File: src/rtl/user_mgr_obi_mux_pkg.sv
// Shared types for the user-domain OBI manager mux: manager slot naming and OBI channel structs.
package user_mgr_obi_mux_pkg;

    localparam int unsigned NumUserMgr = 2;

    typedef logic [$clog2(NumUserMgr)-1:0] user_mgr_idx_t;

    typedef enum user_mgr_idx_t {
        USER_MGR_CORE = 0,
        USER_MGR_DMA  = 1
    } user_mgr_outputs_e;

    typedef struct packed {
        logic [31:0] addr;
        logic        we;
        logic [3:0]  be;
        logic [31:0] wdata;
    } obi_a_chan_t;

    typedef struct packed {
        logic        req;
        obi_a_chan_t a;
    } mgr_obi_req_t;

    typedef struct packed {
        logic [31:0] rdata;
        logic        err;
    } obi_r_chan_t;

    typedef struct packed {
        logic        gnt;
        logic        rvalid;
        obi_r_chan_t r;
    } mgr_obi_rsp_t;

    // Index width that stays legal for a single manager.
    function automatic int unsigned idx_width(int unsigned n);
        return (n > 1) ? $clog2(n) : 1;
    endfunction

endpackage

File: src/rtl/user_mgr_obi_mux_idx_fifo.sv
// In-order FIFO of issuing-manager indices, one entry per outstanding downstream transaction.
module user_mgr_obi_mux_idx_fifo #(
    parameter int unsigned Depth = 2,
    parameter int unsigned Width = 1
) (
    input  logic                       clk_i,
    input  logic                       rst_i,
    input  logic                       push_i,
    input  logic [Width-1:0]           data_i,
    input  logic                       pop_i,
    output logic [Width-1:0]           head_o,
    output logic                       full_o,
    output logic                       empty_o,
    output logic [$clog2(Depth+1)-1:0] count_o
);

    localparam int unsigned CntW = $clog2(Depth + 1);
    localparam int unsigned PtrW = (Depth > 1) ? $clog2(Depth) : 1;

    logic [Width-1:0] mem_q [Depth];
    logic [PtrW-1:0]  wr_ptr_q, rd_ptr_q;
    logic [CntW-1:0]  count_q, count_d;
    logic             do_push, do_pop;

    assign full_o  = (count_q == CntW'(Depth));
    assign empty_o = (count_q == '0);
    assign count_o = count_q;
    assign head_o  = mem_q[rd_ptr_q];
    assign do_push = push_i & ~full_o;
    assign do_pop  = pop_i & ~empty_o;

    always_comb begin
        count_d = count_q;
        case ({do_push, do_pop})
            2'b10:   count_d = count_q + 1'b1;
            2'b01:   count_d = count_q - 1'b1;
            default: count_d = count_q;
        endcase
    end

    always_ff @(posedge clk_i or posedge rst_i) begin
        if (rst_i) begin
            wr_ptr_q <= '0;
            rd_ptr_q <= '0;
            count_q  <= '0;
            for (int i = 0; i < Depth; i++) mem_q[i] <= '0;
        end else begin
            count_q <= count_d;
            if (do_push) begin
                mem_q[wr_ptr_q] <= data_i;
                wr_ptr_q        <= (wr_ptr_q == PtrW'(Depth - 1)) ? '0 : wr_ptr_q + 1'b1;
            end
            if (do_pop) begin
                rd_ptr_q <= (rd_ptr_q == PtrW'(Depth - 1)) ? '0 : rd_ptr_q + 1'b1;
            end
        end
    end

endmodule

File: src/rtl/user_mgr_obi_mux.sv
// N-to-1 OBI manager mux with request lock and in-order response routing.
// USER_MGR_OBI_MUX_RR_EN selects round-robin arbitration; otherwise fixed priority (lowest index).
module user_mgr_obi_mux
    import user_mgr_obi_mux_pkg::*;
#(
    parameter int unsigned NumMgr      = 2,
    parameter int unsigned NumMaxTrans = 2,
    parameter type         obi_req_t   = mgr_obi_req_t,
    parameter type         obi_rsp_t   = mgr_obi_rsp_t
) (
    input  logic                             clk_i,
    input  logic                             rst_i,
    input  obi_req_t [NumMgr-1:0]            sbr_req_i,
    output obi_rsp_t [NumMgr-1:0]            sbr_rsp_o,
    output obi_req_t                         mgr_req_o,
    input  obi_rsp_t                         mgr_rsp_i,
    output logic [$clog2(NumMaxTrans+1)-1:0] outstanding_o
);

    localparam int unsigned IdxW = idx_width(NumMgr);

    logic [NumMgr-1:0] req_vec;
    logic [IdxW-1:0]   arb_idx, win_idx, head_idx;
    logic [IdxW-1:0]   lock_idx_q, lock_idx_d;
    logic              lock_q, lock_d;
    logic              fifo_full, fifo_empty, hs, pop;

    always_comb begin
        req_vec = '0;
        for (int i = 0; i < NumMgr; i++) req_vec[i] = sbr_req_i[i].req;
    end

`ifdef USER_MGR_OBI_MUX_RR_EN
    logic [IdxW-1:0] rr_q, rr_d;
    int unsigned     cand;
    logic            found;

    // Search starts at the pointer and wraps around once.
    always_comb begin
        arb_idx = '0;
        found   = 1'b0;
        cand    = 0;
        for (int k = 0; k < NumMgr; k++) begin
            cand = (int'(rr_q) + k) % NumMgr;
            if (!found && req_vec[cand]) begin
                found   = 1'b1;
                arb_idx = IdxW'(cand);
            end
        end
    end

    always_comb begin
        rr_d = rr_q;
        if (hs) rr_d = (win_idx == IdxW'(NumMgr - 1)) ? '0 : win_idx + 1'b1;
    end

    always_ff @(posedge clk_i or posedge rst_i) begin
        if (rst_i) rr_q <= '0;
        else       rr_q <= rr_d;
    end
`else
    always_comb begin
        arb_idx = '0;
        for (int i = NumMgr - 1; i >= 0; i--) begin
            if (req_vec[i]) arb_idx = IdxW'(i);
        end
    end
`endif

    // A pending, ungranted request keeps its slot until the handshake.
    assign win_idx = lock_q ? lock_idx_q : arb_idx;

    always_comb begin
        mgr_req_o     = sbr_req_i[win_idx];
        mgr_req_o.req = sbr_req_i[win_idx].req & ~fifo_full & ~rst_i;
    end

    assign hs  = mgr_req_o.req & mgr_rsp_i.gnt;
    assign pop = mgr_rsp_i.rvalid & ~fifo_empty & ~rst_i;

    always_comb begin
        for (int i = 0; i < NumMgr; i++) begin
            sbr_rsp_o[i]        = mgr_rsp_i;
            sbr_rsp_o[i].gnt    = hs && (win_idx == IdxW'(i));
            sbr_rsp_o[i].rvalid = pop && (head_idx == IdxW'(i));
        end
    end

    always_comb begin
        lock_d     = lock_q;
        lock_idx_d = lock_idx_q;
        if (hs) begin
            lock_d = 1'b0;
        end else if (mgr_req_o.req) begin
            lock_d     = 1'b1;
            lock_idx_d = win_idx;
        end
    end

    always_ff @(posedge clk_i or posedge rst_i) begin
        if (rst_i) begin
            lock_q     <= 1'b0;
            lock_idx_q <= '0;
        end else begin
            lock_q     <= lock_d;
            lock_idx_q <= lock_idx_d;
        end
    end

    user_mgr_obi_mux_idx_fifo #(
        .Depth (NumMaxTrans),
        .Width (IdxW)
    ) i_idx_fifo (
        .clk_i   (clk_i),
        .rst_i   (rst_i),
        .push_i  (hs),
        .data_i  (win_idx),
        .pop_i   (pop),
        .head_o  (head_idx),
        .full_o  (fifo_full),
        .empty_o (fifo_empty),
        .count_o (outstanding_o)
    );

`ifndef SYNTHESIS
    // A response with nothing outstanding is dropped; flag it so the bad subordinate is noticed.
    always @(posedge clk_i) begin
        if (!rst_i) begin
            assert (!(mgr_rsp_i.rvalid && fifo_empty))
            else $warning("user_mgr_obi_mux: rvalid with no outstanding transaction, dropped");
        end
    end
`endif

endmodule

File: config.mk
export PLATFORM = sky130hd
export DESIGN_NAME = user_mgr_obi_mux
export DESIGN_NICKNAME = d
export VERILOG_FILES = /design/src/rtl/user_mgr_obi_mux_pkg.sv /design/src/rtl/user_mgr_obi_mux_idx_fifo.sv /design/src/rtl/user_mgr_obi_mux.sv
export SDC_FILE = /design/constraint.sdc
export NUM_CORES = 1
export LEC_CHECK = 0
export BUFFER_PORTS_ARGS = -buffer_cell sky130_fd_sc_hd__buf_2
export CAP_MARGIN = 20
export CORE_AREA = 2 2 125 127
export DETAILED_ROUTE_END_ITERATION = 8
export DIE_AREA = 0 0 127 129
export SLEW_MARGIN = 20
export SYNTH_ARGS = -nofsm -noshare
export SYNTH_HDL_FRONTEND = slang
export SYNTH_SLANG_ARGS = --single-unit
File: constraint.sdc
create_clock -name clk_i -period 2.1 [get_ports clk_i]
set_input_delay 0.315 -clock clk_i [delete_from_list [all_inputs] [get_ports clk_i]]
set_output_delay 0.315 -clock clk_i [all_outputs]
set_load 0.1 [all_outputs]
==> impl_metrics.toml, run 1 <==
[yosys]
seq_area_frac_synth_pct = 11.5
syn_area_per_cell_sq_um = 9.59
synth_top_family_by_area = "multiplexers"
syn_area_sq_um = 1750
synth_area_leaders = "mux2_2 (45%), buf_4 (28%), dfrtp_1 (11%)"
syn_nets = 360
yosys_warnings = 0
synth_cell_types = 23
synth-compound-area-share_pct = 5.23
synth_top_area_cell = "mux2_2"
synthAdderAreaFrac_pct = 0.717
synthXorXnorAreaFrac_pct = 2.51
synth-seq-cells = 8
yosys.area_share.simple_pct = 3.37
synthDominantCellAreaShare_pct = 44.5
yosys-mux-area-fraction_pct = 45.7
synthCells = 182

[hold_path]
hp-class = "in -> async"

[routing]
viasPerCell = 3.52
wl_um = 7640
ant_nets = 0
dr.first_iter.drc_count = 65
drtPass1Iterations = 4
routed-via-count = 1885
routedWlPerCell_um = 14.3
remaining_drc_errors = 0

[cts]
cts_made_buffers = 3
ctsLongestPathBuffers = 2
clock_sinks = 8
path_clk_slew_ps = 40
tritoncts = "done"
h-tree-depth = 1
hold_buffers = 0
cts_root_buf = "clkbuf_16"
clock_latency_ps = 230

[sta]
worstMarginPinSlew_ps = 490
finalCriticalPeriod_ps = 2120
finalSetupViolCount = 3
fin_ws_ps = -19.5
hold_viol = 0
tns_ps = -24.1
slew-limit-headroom_pct = 67.5
fin_skew_ps = 0.805
grt_setup_unrepaired = "yes"
fin_crit_sh_pct = 101
drv_slew = 0
fmax_mhz = 472

[pwr]
p_total_w = 0.00841
ir_drop_v = 0.000782
total_leakage_power_nw = 1.82
pwr_density_cell_nw_per_um2 = 2190

[floorplan]
core_area_sq_um = 15000
ioPinCount = 319
fp-row-count = 45
start_util_pct = 11.7
die_h_um = 129
die-area_sq_um = 16400
die_x_um = 127

[grt]
grtUsageTotal_pct = 7.86
antenna_found_initial = 0
grt-ovfl-total = 0
grt_pass1_vias = 1793
grt_max_degree = 30
grt_pass1_wl_um = 9970

[layout]
drive_gt1_share_pct = 92.2
final_nets = 527
multi_input_area_sq_um = 1050
antenna_cells = 0
seq_area_sq_um = 210
layout_commonest_cell = "buf_2"
fillers = 1576
layout_common_cells = "buf_2 (145), mux2_2 (68), buf_12 (62)"
area_delta_synth_final_pct = 120

[critical_path]
cp_slowest_stage_delay_ps = 430
crit_family = "buffers and inverters"
cp_num_cells = 6
cp_data_required_time_ps = 1780
crit_chain = "nor3b_2 -> a21oi_4 -> buf_4 -> clkbuf_16 -> mux2_4 -> buf_12"
r2r_cells = 6
slowest_stage = "dfrtp_2"
crit_fanout = 14
critical_path_class = "reg -> out"
cp.arrival_ps = 1800
endpoint_kind = "primary output"
cp_num_buf_inv = 3
crit_path_start_kind = "flop"

[run_status]
violations = "setup timing"
status = "complete, but fails checks"

[placement]
globalplace.congestion = 0.738
port_buffers = 219
dpl.hpwl_um = 6450

[job]
drv_cap = 0
[synth_stat cells]
| library cell | instances |
|---|---|
| nor2_1 | 4 |
| mux2_2 | 69 |
| and3_1 | 1 |
| nor2b_1 | 2 |
| mux2i_1 | 2 |
| xor2_1 | 1 |
| buf_4 | 66 |
| a2111oi_4 | 1 |
| xnor2_1 | 4 |
| inv_1 | 3 |
| a21oi_1 | 2 |
| o21a_1 | 1 |
| buf_2 | 7 |
| a21oi_2 | 1 |
| o211ai_1 | 1 |
| a31oi_1 | 2 |
| nor4_1 | 1 |
| dfrtp_1 | 8 |
| a41oi_1 | 2 |
| nor3b_1 | 1 |
| ha_1 | 1 |
| nor3_1 | 1 |
| nand2_2 | 1 |
[logic make-up (layout without fill, tap and decap cells)]
kind of cell,after synthesis,after routing
buffers and inverters,76,242
multiplexers,71,71
AND/OR/NAND/NOR,11,11
AO/OA/AOI/OAI,10,10
flip-flops,8,8
XOR/XNOR,5,5
adder cells (fa/ha/maj),1,1
[what timing repair did]
item,CTS,global route
setup buffers,3,2
pin swaps,1,1
gates resized for setup,31,6
setup endpoints to repair,49,71
cloned,0,1
[power breakdown]
part / internal, W / switching [W]
logic: 0.00279 / 0.00494
clock network: 0.000254 / 0.0000814
registers: 0.000253 / 0.0000979
total: 0.00330 / 0.00512
[worst paths after layout]
check / end / from / slack, ps
max reg2reg: i_idx_fifo.count_o[1]$_DFFE_PP0P_ / lock_idx_q$_DFFE_PP0P_ / 220
max in group asynchronous: i_idx_fifo.count_o[1]$_DFFE_PP0P_ / rst_i / 1830
min: i_idx_fifo.wr_ptr_q$_DFFE_PP0P_ / rst_i / 130
min in group clk_i: lock_idx_q$_DFFE_PP0P_ / sbr_req_i[69] / 340
max: mgr_req_o[58] / lock_q$_DFFE_PP0P_ / -20
min reg2reg: i_idx_fifo.rd_ptr_q$_DFFE_PP0N_ / i_idx_fifo.rd_ptr_q$_DFFE_PP0N_ / 490
[per-layer routing]
layer,vias up,track usage (%),wire (um),share of wire (%)
met5,-,0,0,0
met4,0,1.81,84,1.1
met3,18,2.37,642,8.4
met2,106,13.3,3950,52
met1,855,9.84,2970,39
li1,906,-,-,-
[cell type report]
cell class,count,share of cell area (%)
clock buffers,4,2.05
inverters,3,0.293
repair buffers,235,58.8
flip-flops and latches,8,5.47
multi-input cells,98,27.3
well taps,188,6.12
[per-stage QoR]
step	hold WS (ps)	cells	instance area, sq um	utilization (%)	worst slack, ps
3_5_place_dp	378	526	3590	23.9	31.1
2_1_floorplan	139	182	1770	-	-1040
6_report	125	536	3850	25.7	-19.5
5_1_grt	155	536	3850	25.7	-81.4
3_3_place_gp	381	526	3590	23.9	24.9
4_1_cts	131	533	3790	25.3	-17.9
[worst reg2reg max path, stage by stage, from the launching register on]
cell and delay [ps]:
dfrtp_2 430, mux2i_2 180, a2111oi_4 400, nand2_2 160
ha_1 360, nor2_1 140, xor2_1 140
[flip-flops by register name, indices dropped and copies added (netlist names)]
| register | cells |
|---|---|
| i_idx_fifo.wr_ptr_q | 1 |
| i_idx_fifo.rd_ptr_q | 1 |
| lock_q | 1 |
| lock_idx_q | 1 |
| i_idx_fifo.mem_q | 2 |
| i_idx_fifo.count_o | 2 |
Note: power is estimated with default switching activity, not from simulation.
==> inputs of run 2 (changes only) <==
--- a/config.mk
+++ b/config.mk
@@ -10,6 +10,7 @@
 export CORE_AREA = 2 2 125 127
 export DETAILED_ROUTE_END_ITERATION = 8
 export DIE_AREA = 0 0 127 129
+export RECOVER_POWER = 25
 export SLEW_MARGIN = 20
 export SYNTH_ARGS = -nofsm -noshare
 export SYNTH_HDL_FRONTEND = slang
==> run 2 against run 1 <==
Effect of this change: the flow still finishes with violations (setup timing); wire length about the same; sequential power about the same; clock-buffer cell count unchanged; cell count unchanged; die area unchanged; clock skew about the same; critical endpoint unchanged; largest power group unchanged.
==> impl_metrics.toml, run 2 (synthesis gave the netlist of run 1 again) <==
[floorplan]
die-area_sq_um = 16400
ioPinCount = 319
die_h_um = 129
core_area_sq_um = 15000
die_x_um = 127
start_util_pct = 11.7
fp-row-count = 45

[hold_path]
hp-class = "in -> async"

[sta]
finalCriticalPeriod_ps = 2120
fin_skew_ps = 1.02
drv_slew = 0
fin_ws_ps = -19.6
grt_setup_unrepaired = "yes"
hold_viol = 0
finalSetupViolCount = 3
slew-limit-headroom_pct = 67.5
fmax_mhz = 472
fin_crit_sh_pct = 101
worstMarginPinSlew_ps = 490
tns_ps = -24.2

[critical_path]
crit_path_start_kind = "flop"
crit_family = "buffers and inverters"
r2r_end = "i_idx_fifo.count_o[1]$_DFFE_PP0P_"
slowest_stage = "dfrtp_2"
cp_slowest_stage_delay_ps = 430
cp_num_buf_inv = 3
crit_start = "lock_q$_DFFE_PP0P_"
r2r_cells = 6
cp.arrival_ps = 1800
cp_data_required_time_ps = 1780
endpoint_kind = "primary output"
critical_path_class = "reg -> out"
crit_end = "mgr_req_o[58]"
ff2ff_setup_slack_ps = 220
crit_fanout = 14
crit_chain = "nor3b_2 -> a21oi_4 -> buf_4 -> clkbuf_16 -> mux2_4 -> buf_12"
reg2reg_from = "lock_idx_q$_DFFE_PP0P_"
cp_num_cells = 6

[cts]
cts_root_buf = "clkbuf_16"
cts_made_buffers = 3
clock_sinks = 8
ctsLongestPathBuffers = 2
h-tree-depth = 1
tritoncts = "done"
path_clk_slew_ps = 40
clock_latency_ps = 230

[run_status]
status = "complete, but fails checks"
violations = "setup timing"

[pwr]
p_sw_w = 0.00512
power.internal_w = 0.00329
ir_drop_v = 0.000782
p_total_w = 0.00841
switching_share_pct = 60.8
combPwrFrac_pct = 91.8
seq_power_share_pct = 4.2
pwr-share-clk_pct = 4.0
total_leakage_power_nw = 1.81
pwr_density_cell_nw_per_um2 = 2190

[layout]
seq_area_sq_um = 210
layout_commonest_cell = "buf_2"
drive_gt1_share_pct = 91.7
layout_common_cells = "buf_2 (144), mux2_2 (68), buf_12 (62)"
final_cell_area_sq_um = 3840
final_nets = 527
antenna_cells = 0
fillers = 1579
multi_input_area_sq_um = 1050
area_delta_synth_final_pct = 120

[routing]
wl_um = 7650
routedWlPerCell_um = 14.3
drtPass1Iterations = 4
viasPerCell = 3.52
dr.first_iter.drc_count = 66
routed-via-count = 1887
remaining_drc_errors = 0
ant_nets = 0

[job]
drv_cap = 0

[grt]
grt_max_degree = 30
grt_pass1_vias = 1793
antenna_found_initial = 0
grt-ovfl-total = 0
grtUsageTotal_pct = 7.86
grt_pass1_wl_um = 9970

[placement]
port_buffers = 219
place_area_sq_um = 3590
globalplace.congestion = 0.738
dpl.hpwl_um = 6450
## run 2: cell count changes in the layout (fill, tap and decap cells not counted)
cell      delta
clkbuf_1     +2
buf_2        -1
buf_4        -1
## run 2: cell type report
type | count | share of cell area (%)
repair buffers | 235 | 58.8
multi-input cells | 98 | 27.3
well taps | 188 | 6.12
flip-flops and latches | 8 | 5.47
clock buffers | 4 | 2.05
inverters | 3 | 0.293
## run 2: metal layers
layer / global-route usage [%] / share of wire, % / vias up
li1: - / - / 904
met1: 9.84 / 39 / 859
met2: 13.3 / 52 / 106
met3: 2.37 / 8.4 / 18
met4: 1.81 / 1.1 / 0
met5: 0 / 0 / -
## run 2: through the flow
| stage | cells | util (%) | hold WS (ps) | setup slack, ps |
|---|---|---|---|---|
| 5_1_grt | 536 | 25.6 | 352 | -81.4 |
| 3_5_place_dp | 526 | 23.9 | 378 | 31.1 |
| 4_1_cts | 533 | 25.3 | 131 | -17.9 |
| 6_report | 536 | 25.6 | 258 | -19.6 |
| 3_3_place_gp | 526 | 23.9 | 381 | 24.9 |
| 2_1_floorplan | 182 | - | 139 | -1040 |
## run 2: what timing repair did
item	in CTS	in global routing
resized for setup	31	6
endpoints found under the setup margin	49	71
hold buffers	0	0
endpoints found under the hold margin	0	0
buffers inserted	3	2
pin swaps	1	1
cloned	0	1
## run 2: worst min path at each step
stage	cells past startpoint	start	slack [ps]	to
global route	3	rst_i	350	i_idx_fifo.wr_ptr_q$_DFFE_PP0P_
CTS	3	rst_i	130	i_idx_fifo.count_o[0]$_DFFE_PP0P_
floorplan	1	rst_i	140	i_idx_fifo.mem_q[0]$_DFFE_PP0P_
finish	3	rst_i	260	i_idx_fifo.wr_ptr_q$_DFFE_PP0P_
detailed placement	3	rst_i	380	i_idx_fifo.wr_ptr_q$_DFFE_PP0P_
global placement	3	rst_i	380	i_idx_fifo.count_o[1]$_DFFE_PP0P_
## run 2: worst min-delay path, stage by stage
cell and delay (ps):
clkbuf_1 140, inv_1 100, clkbuf_1 370
## run 2: power by group through the flow
stage	logic (W)	registers [W]	clock network (W)
finish	0.00773	0.000350	0.000336
CTS	0.00762	0.000349	0.000338
floorplan	0.00546	0.000475	0
global route	0.00793	0.000366	0.000355
detailed placement	0.00742	0.000344	0
global placement	0.00740	0.000344	0
==> inputs of run 3 (changes only) <==
--- a/config.mk
+++ b/config.mk
@@ -10,6 +10,7 @@
 export CORE_AREA = 2 2 125 127
 export DETAILED_ROUTE_END_ITERATION = 8
 export DIE_AREA = 0 0 127 129
+export PLACE_DENSITY = 0.51
 export RECOVER_POWER = 25
 export SLEW_MARGIN = 20
 export SYNTH_ARGS = -nofsm -noshare
==> run 3 against run 2 <==
Effect of this change: the flow now finishes without violations; global-route usage up 1.3 points; sequential power decreased by 1%; clock-buffer cell count decreased by 1; largest power group unchanged; maximum frequency rose by 1.8%; via count up 5.4%; clock skew is 3.5 ps higher; sequential share of layout area is 0.71 points higher; design area is 13% lower; clock power shrank 5%; critical path type unchanged.
==> impl_metrics.toml, run 3 (synthesis gave the netlist of run 1 again) <==
[pwr]
switching_share_pct = 65.5
p_sw_w = 0.00499
power.internal_w = 0.00262
pwr-share-clk_pct = 4.2
ir_drop_v = 0.000663
pwr_density_cell_nw_per_um2 = 2270
seq_power_share_pct = 4.5
combPwrFrac_pct = 91.3
total_leakage_power_nw = 1.63

[sta]
hold_viol = 0
drv_slew = 0
fin_skew_ps = 4.53
fin_ws_ps = 17.6
grt_setup_unrepaired = "yes"
slew-limit-headroom_pct = 67.5
fin_crit_sh_pct = 99.2
fmax_mhz = 480
worstMarginPinSlew_ps = 491
finalCriticalPeriod_ps = 2080
finalSetupViolCount = 0

[critical_path]
cp.arrival_ps = 1770
critical_path_class = "reg -> out"
r2r_cells = 6
crit_path_start_kind = "flop"
crit_fanout = 11
crit_start = "lock_q$_DFFE_PP0P_"
crit_end = "mgr_req_o[37]"
ff2ff_setup_slack_ps = 260
r2r_end = "i_idx_fifo.count_o[1]$_DFFE_PP0P_"
endpoint_kind = "primary output"
cp_data_required_time_ps = 1780
reg2reg_from = "lock_q$_DFFE_PP0P_"

[cts]
cts_root_buf = "clkbuf_16"
tritoncts = "done"
clock_latency_ps = 230
h-tree-depth = 1
path_clk_slew_ps = 40
ctsLongestPathBuffers = 2
hold_buffers = 0
cts_made_buffers = 3
clock_sinks = 8

[layout]
fillers = 1643
layout_common_cells = "buf_2 (144), mux2_2 (69), buf_6 (57)"
final_nets = 523
layout_commonest_cell = "buf_2"
final_cell_area_sq_um = 3360
drive_gt1_share_pct = 91.0
area_delta_synth_final_pct = 92.3
post-route-util_pct = 22.4

[grt]
antenna_found_initial = 11
grt_max_degree = 23
grt-ovfl-total = 0
grt_pass1_wl_um = 11100
grt_pass1_vias = 1995
grtUsageTotal_pct = 9.16

[placement]
globalplace.congestion = 0.738
port_buffers = 219
place_area_sq_um = 2720
place_ws_ps = 2.31
dpl.hpwl_um = 7320

[floorplan]
core_area_sq_um = 15000
start_util_pct = 11.7
fp-row-count = 45
die_h_um = 129
die_x_um = 127
die-area_sq_um = 16400
ioPinCount = 319

[routing]
drtPass1Iterations = 3
dr.first_iter.drc_count = 53
remaining_drc_errors = 0
routedWlPerCell_um = 16.7
wl_um = 8980
viasPerCell = 3.70
ant_nets = 0
routed-via-count = 1989

[run_status]
status = "complete, no violations"

[hold_path]
hp-class = "in -> async"

[job]
drv_cap = 0
## run 3: changes by cell type in the layout (fill, tap and decap cells not counted), sizes merged
cell and delta:
diode +6, buf -5
## run 3: power groups by stage
| stage | logic (W) | clock network [W] | registers (W) |
|---|---|---|---|
| 2_1_floorplan | 0.00546 | 0 | 0.000475 |
| 3_3_place_gp | 0.00589 | 0 | 0.000349 |
| 3_5_place_dp | 0.00589 | 0 | 0.000348 |
| 4_1_cts | 0.00654 | 0.000324 | 0.000348 |
| 5_1_grt | 0.00713 | 0.000337 | 0.000361 |
| 6_report | 0.00695 | 0.000319 | 0.000346 |
## run 3: worst min path at each step
| stage | start | to | depth (start not counted) | slack, ps |
|---|---|---|---|---|
| after floorplan | rst_i | i_idx_fifo.mem_q[0]$_DFFE_PP0P_ | 1 | 140 |
| after global placement | rst_i | lock_idx_q$_DFFE_PP0P_ | 3 | 400 |
| after detailed placement | rst_i | lock_idx_q$_DFFE_PP0P_ | 3 | 400 |
| after CTS | rst_i | i_idx_fifo.mem_q[1]$_DFFE_PP0P_ | 3 | 150 |
| after global routing | sbr_req_i[69] | lock_idx_q$_DFFE_PP0P_ | 2 | 330 |
| final | rst_i | lock_q$_DFFE_PP0P_ | 3 | 280 |
## run 3: final cells by class
type	instances	area, sq um	share of cell area, %
Antenna cell	6	15.0	0.447
Clock buffer	3	75.1	2.24
Inverter	3	11.3	0.335
Multi-Input combinational cell	98	1040	30.9
Sequential cell	8	208	6.19
Tap cell	188	235	7.01
Timing Repair Buffer	231	1780	52.9
## run 3: what timing repair did
item | CTS | global route
cloned | 1 | 2
setup buffers | 2 | 0
endpoints found under the setup margin | 70 | 72
endpoints found under the hold margin | 0 | 0
resized for setup | 99 | 41
pin swaps | 1 | 1
## run 3: worst max-delay path, stage by stage, from the launching register on
cell       delay [ps]
dfrtp_1           410
nor3b_2           240
a21oi_4            60
buf_12            160
clkbuf_16         170
mux2_2            290
buf_6             190
## run 3: per-layer routing
metal	up-vias	track usage, %	share of wire, %
met3	29	5.49	15
met1	875	8.41	31
met4	6	5.04	4.5
met2	173	15.9	49
li1	906	-	-
met5	-	0	0.46
## run 3: per-stage QoR
step | total power, W | std cells | hold slack [ps] | TNS, ps
6_report | 0.00761 | 537 | 283 | 0
5_1_grt | 0.00782 | 534 | 333 | -2410
4_1_cts | 0.00721 | 529 | 153 | -3.79
3_5_place_dp | 0.00624 | 523 | 396 | 0
3_3_place_gp | 0.00624 | 523 | 402 | 0
2_1_floorplan | 0.00594 | 182 | 139 | -5780
